===== src/rtl/rr_arbiter4_pkg.sv =====
// Shared types and sizes for the 4-way round-robin arbiter.
// Imported by the arbiter top and its grant decoder.
package rr_arbiter4_pkg;

    localparam int NUM_REQ = 4;
    localparam int ID_W    = 2;

    typedef enum logic {
        IDLE  = 1'b0,
        GRANT = 1'b1
    } arb_state_e;

endpackage


===== src/rtl/rr_arbiter4_decoder.sv =====
// 2-to-4 one-hot decoder with enable.
// Output is all zero while enable is low.
module Decoder2_4
    import rr_arbiter4_pkg::*;
(
    input  logic [ID_W-1:0]    a,
    input  logic               enable,
    output logic [NUM_REQ-1:0] b
);

    always_comb begin
        b = '0;
        if (enable) begin
            unique case (a)
                2'd0: b = 4'b0001;
                2'd1: b = 4'b0010;
                2'd2: b = 4'b0100;
                2'd3: b = 4'b1000;
                default: b = '0;
            endcase
        end
    end

endmodule


===== src/rtl/rr_arbiter4.sv =====
// Round-robin arbiter for 4 requesters with a bounded hold time.
// Grant is decoded from registered state only, so it cannot glitch.
module rr_arbiter4
    import rr_arbiter4_pkg::*;
#(
    parameter int MAX_HOLD = 16,
    parameter int CNT_W    = 5
) (
    input  logic               sys_clk,
    input  logic               sys_rst_n,
    input  logic               arb_en,
    input  logic [NUM_REQ-1:0] req,
    output logic [NUM_REQ-1:0] gnt,
    output logic [ID_W-1:0]    gnt_id,
    output logic               gnt_valid,
    output logic               timeout
);

    arb_state_e      state_q, state_d;
    logic [ID_W-1:0]  gnt_id_q, gnt_id_d;
    logic             gnt_valid_q, gnt_valid_d;
    logic             timeout_q, timeout_d;
    logic [CNT_W-1:0] hold_cnt_q, hold_cnt_d;
    logic [ID_W-1:0]  last_ptr_q, last_ptr_d;
    logic [ID_W-1:0]  winner;
    logic             hold_last;

    // Scan from the slot after the last winner; the 2-bit index wraps.
    function automatic logic [ID_W-1:0] rr_pick(
        input logic [NUM_REQ-1:0] r,
        input logic [ID_W-1:0]    ptr
    );
        logic [ID_W-1:0] idx;
        logic [ID_W-1:0] win;
        logic            found;
        win   = ptr;
        found = 1'b0;
        for (int o = 1; o <= NUM_REQ; o++) begin
            idx = ptr + ID_W'(o);
            if (!found && r[idx]) begin
                win   = idx;
                found = 1'b1;
            end
        end
        return win;
    endfunction

    assign winner    = rr_pick(req, last_ptr_q);
    assign hold_last = (hold_cnt_q == CNT_W'(MAX_HOLD - 1));

    always_comb begin
        state_d     = state_q;
        gnt_id_d    = gnt_id_q;
        gnt_valid_d = gnt_valid_q;
        timeout_d   = 1'b0;
        hold_cnt_d  = hold_cnt_q;
        last_ptr_d  = last_ptr_q;
        unique case (state_q)
            IDLE: begin
                if (arb_en && (req != '0)) begin
                    state_d     = GRANT;
                    gnt_id_d    = winner;
                    gnt_valid_d = 1'b1;
                    last_ptr_d  = winner;
                    hold_cnt_d  = '0;
                end
            end
            GRANT: begin
                hold_cnt_d = hold_cnt_q + 1'b1;
                if (!req[gnt_id_q]) begin
                    state_d     = IDLE;
                    gnt_valid_d = 1'b0;
                end else if (hold_last) begin
                    state_d     = IDLE;
                    gnt_valid_d = 1'b0;
                    timeout_d   = 1'b1;
                end
            end
            default: begin
                state_d     = IDLE;
                gnt_valid_d = 1'b0;
            end
        endcase
    end

    always_ff @(posedge sys_clk or negedge sys_rst_n) begin
        if (!sys_rst_n) begin
            state_q     <= IDLE;
            gnt_id_q    <= '0;
            gnt_valid_q <= 1'b0;
            timeout_q   <= 1'b0;
            hold_cnt_q  <= '0;
            last_ptr_q  <= ID_W'(NUM_REQ - 1);
        end else begin
            state_q     <= state_d;
            gnt_id_q    <= gnt_id_d;
            gnt_valid_q <= gnt_valid_d;
            timeout_q   <= timeout_d;
            hold_cnt_q  <= hold_cnt_d;
            last_ptr_q  <= last_ptr_d;
        end
    end

    Decoder2_4 u_dec (
        .a      (gnt_id_q),
        .enable (gnt_valid_q),
        .b      (gnt)
    );

    assign gnt_id    = gnt_id_q;
    assign gnt_valid = gnt_valid_q;
    assign timeout   = timeout_q;

endmodule

===== config.mk =====
export PLATFORM = sky130hd
export DESIGN_NAME = rr_arbiter4
export DESIGN_NICKNAME = d
export VERILOG_FILES = /design/src/rtl/rr_arbiter4_pkg.sv /design/src/rtl/rr_arbiter4_decoder.sv /design/src/rtl/rr_arbiter4.sv
export SDC_FILE = /design/constraint.sdc
export NUM_CORES = 1
export LEC_CHECK = 0
export CAP_MARGIN = 10
export CORE_UTILIZATION = 51
export CTS_CLUSTER_DIAMETER = 40
export CTS_CLUSTER_SIZE = 24
export DETAILED_ROUTE_END_ITERATION = 12
export GPL_ROUTABILITY_DRIVEN = 1
export GPL_TIMING_DRIVEN = 0
export MAX_ROUTING_LAYER = met4
export PLACE_DENSITY_LB_ADDON = 0.12
export SYNTH_ARGS = -nofsm -noshare
export SYNTH_HDL_FRONTEND = slang
export SYNTH_HIERARCHICAL = 1
export SYNTH_SLANG_ARGS = --single-unit

===== constraint.sdc =====
create_clock -name sys_clk -period 2.91 [get_ports sys_clk]
set_input_delay 0.582 -clock sys_clk [delete_from_list [all_inputs] [get_ports sys_clk]]
set_output_delay 0.582 -clock sys_clk [all_outputs]
set_load 0.1 [all_outputs]

==> reports/qor.csv, run 1 <==
stage,metric,value,unit
layout,Area Overhead vs Synth,27.9,%
synth,Main synth FF type,dfrtp_1,
setup_path,crit start category,register,
floorplan,Ports,15,
synth,Synth Register Bits,12,
timing,setup_tns,0,ns
route,1st-pass router iterations,4,
placed_design,placed cell count,93,
timing,clk_skew,0.00676,ns
setup_path,Worst path depth,2,
global_routing,largest net degree at the start of global routing,13,
setup_path,"Cell Chain, Critical Path","and3b_1, clkdlybuf4s50_1",
clock_tree,post-CTS sizing,0,
clock_tree,Post-CTS Hold Buffers,0,
global_routing,GRT Total Usage,22.3,%
floorplan,Die W,38.9,um
route,DR iter-0 viols,6,
global_routing,initial antenna violation count,0,
setup_path,CP max-delay cell,clkdlybuf4s50_1,
synth,Synth top cells by count,"10 x dfrtp_1, 5 x inv_1, 5 x nand2_1, 5 x o21ai_1",
global_routing,total grt overflow,0,
synth,Post-Synthesis Cells,65,
timing,Worst Tran Pin Value,0.965,ns
floorplan,Die Span Y,38.9,um
route,Vias,545,
placed_design,port bufs,14,
clock_tree,clk_lat worst skew,0.28,ns
job,Maximum Capacitance Violations,0,
global_routing,vias in the first global route,453,
route,"antenna viol nets, final",0,
placed_design,RePlAce Congestion,0.788,
clock_tree,Longest Clk Path Bufs,2,
synth,cell with the most instances after synthesis,dfrtp_1,
setup_path,worst endpoint required time,2.33,ns
clock_tree,clk slew on worst S/H paths,0.08,ns
synth,Yosys top cell area share,36.0,%
timing,final worst slack,0.221,ns
setup_path,FF-to-FF path depth,5,
route,DR WL/cell,12.6,um
clock_tree,Clock Root Buffer,clkbuf_4,
timing,final setup vio count,0,
setup_path,Crit. Startpoint,gnt_id[1],
synth,Synth Warn #,6,
floorplan,Starting Density,58.5,%
route,final WL,1220,um
timing,max-slew violations,0,
setup_path,CP Class,register to primary output,
setup_path,"CP delay by family, top",buffers and inverters,
synth,"Net Count, Synth",74,
synth,biggest area consumer among synthesized cells,dfrtp_1,
clock_tree,total clock sinks,12,
placed_design,hpwl dp,923,um
timing,Hold Slack,0.490,ns
timing,Final Hold Fails,0,
timing,Slew Limit Headroom,35.5,%
layout,n_diodes,0,
synth,"EDFF count, synth",0,
global_routing,global-route wire length before repair,2020,um
setup_path,Reg2Reg Capture Point,gnt_id[0],
worst_hold_path,Hold Path Class,register to register,
timing,min Tclk post-route,2.69,ns
status,status,finished clean,
floorplan,core area,1190,um2
setup_path,flop-to-flop setup slack,1.49,ns
synth,distinct cell type count after synthesis,32,
setup_path,CP endpoint,gnt[1],
synth,Synth area leaders,"dfrtp_1 36%, dfstp_2 7.6%, o41ai_4 4.0%, o21ai_2 3.8%, ha_1 3.6%",
floorplan,die area,1510,um2
synth,asr flop ratio synth,100,%
setup_path,crit path DAT,2.11,ns
layout,Final Non-Filler Cells,97,
timing,fmax,372,MHz
setup_path,crit-path max FO,7,
clock_tree,setup repair bufs after CTS,0,
layout,# fillers,91,
route,DRC,0,
timing,RSZ-0062 raised after global routing,false,
setup_path,"Buf+Inv Stages, Crit Path",1,
clock_tree,Max H-tree Level,1,
layout,Total Nets Final,93,
setup_path,Crit path largest cell delay,1.12,ns
synth,Synth Cell Area,694,um2
placed_design,post-place setup slack,0.517,ns
setup_path,Setup crit end kind,primary output,
clock_tree,CTS Buf Count,3,
timing,ratio of final minimum period to clock period,92.4,%
layout,layout cells sized above 1,24.1,%
clock_tree,CTS tree,done,
route,Vias/cell,5.62,
setup_path,reg-to-reg startpoint,last_ptr_q[1],
synth,syn avg cell area,10.7,um2
floorplan,Std-Cell Rows,12,
synth,register area share after synthesis,43.6,%
[kinds of logic after synthesis]
kind of cell	synth area share (%)
fa+ha+maj	3.60
mux	3.24
buf+inv	4.32
compound gates	24.1
simple gates	21.1
flops	43.6
[state kept, by name (all words and copies together) (netlist names)]
name        count
gnt_id          2
state_q         1
last_ptr_q      2
hold_cnt_q      5
gnt_valid       1
timeout         1
[stage by stage]
stage	utilization [%]	cell area, um2
2_1_floorplan	-	694
3_3_place_gp	71.8	852
3_5_place_dp	71.8	852
4_1_cts	74.9	888
5_1_grt	74.9	888
6_report	74.9	888
[routing by layer]
metal | GRT usage (%) | share of wire, % | vias up | routed length [um]
met5 | - | 0 | - | 0
met4 | 12.9 | 2.8 | 0 | 34
met3 | 10.4 | 5.7 | 4 | 69
met2 | 31.3 | 44 | 14 | 542
met1 | 25.9 | 47 | 252 | 575
li1 | - | - | 275 | -
[final cells by class]
type / count / area (um2) / share of cell area [%]
multi-input combinational: 47 / 362 / 40.7
sequential: 12 / 303 / 34.1
timing repair buffer: 14 / 140 / 15.8
clock buffer: 4 / 36.3 / 4.08
inverter: 5 / 18.8 / 2.11
tap: 14 / 17.5 / 1.97
buffer: 1 / 11.3 / 1.27
[worst min-delay path by stage]
stage | start | to | slack [ns] | depth (start not counted)
after CTS | hold_cnt_q[3] | hold_cnt_q[3] | 0.49 | 1
after floorplan | sys_rst_n | gnt_id[0] | 0.29 | 0
after detailed placement | hold_cnt_q[4] | hold_cnt_q[4] | 0.48 | 2
after global placement | hold_cnt_q[4] | hold_cnt_q[4] | 0.47 | 2
after global routing | hold_cnt_q[3] | hold_cnt_q[3] | 0.52 | 1
final | hold_cnt_q[4] | hold_cnt_q[4] | 0.49 | 2
[cell usage in the layout (no fill, tap or decap), types with 2 or more instances in the layout]
master | synthesis | layout
o21ai_2 | 3 | 3
o21a_1 | 2 | 2
inv_1 | 5 | 5
and3b_1 | 2 | 2
dfrtp_1 | 10 | 10
clkbuf_4 | 0 | 3
a21oi_1 | 3 | 3
clkdlybuf4s50_1 | 0 | 14
nor2_1 | 3 | 3
nand2_1 | 5 | 5
ha_1 | 2 | 2
dfstp_2 | 2 | 2
nor3_1 | 2 | 2
o21ai_1 | 5 | 5
o21ai_0 | 2 | 2
[worst reg2reg max path, cell delays in order (launching register included)]
cell,delay [ns]
dfstp_2,0.54
buf_6,0.12
nand2b_1,0.10
a21oi_1,0.07
a311o_1,0.35
a31oi_1,0.17
Power of run 1 is left out: the tool's default activity adds up to more than one toggle a clock period on the data nets, which glitch-free logic cannot reach.
==> run 2: changes to the inputs <==
--- a/config.mk
+++ b/config.mk
@@ -12,7 +12,6 @@
 export DETAILED_ROUTE_END_ITERATION = 12
 export GPL_ROUTABILITY_DRIVEN = 1
 export GPL_TIMING_DRIVEN = 0
-export MAX_ROUTING_LAYER = met4
 export PLACE_DENSITY_LB_ADDON = 0.12
 export SYNTH_ARGS = -nofsm -noshare
 export SYNTH_HDL_FRONTEND = slang
==> results of run 2 <==
Final layout, timing and power as in run 1 (identical DEF).
Main changes from that run: final weighted congestion in routability-driven placement 0.788 -> 0.777; overall routing resource usage 22.3% -> 21.7%
Power of run 2 is left out for the same reason.
==> run 3: changes to the inputs <==
==> constraint.sdc (replaced) <==
create_clock -name sys_clk -period 3.2 [get_ports sys_clk]
set_input_delay 0.64 -clock sys_clk [delete_from_list [all_inputs] [get_ports sys_clk]]
set_output_delay 0.64 -clock sys_clk [all_outputs]
set_load 0.1 [all_outputs]
==> results of run 3 <==
The final DEF is identical to that of run 1. Status: finished clean.
Main changes from that run: final weighted congestion in routability-driven placement 0.788 -> 0.777; setup slack after placement 0.517 ns -> 0.749 ns; overall routing resource usage 22.3% -> 21.7%; setup slack after layout 0.221 ns -> 0.453 ns; register-to-register setup slack 1.49 ns -> 1.78 ns
Power of run 3 is left out for the same reason.
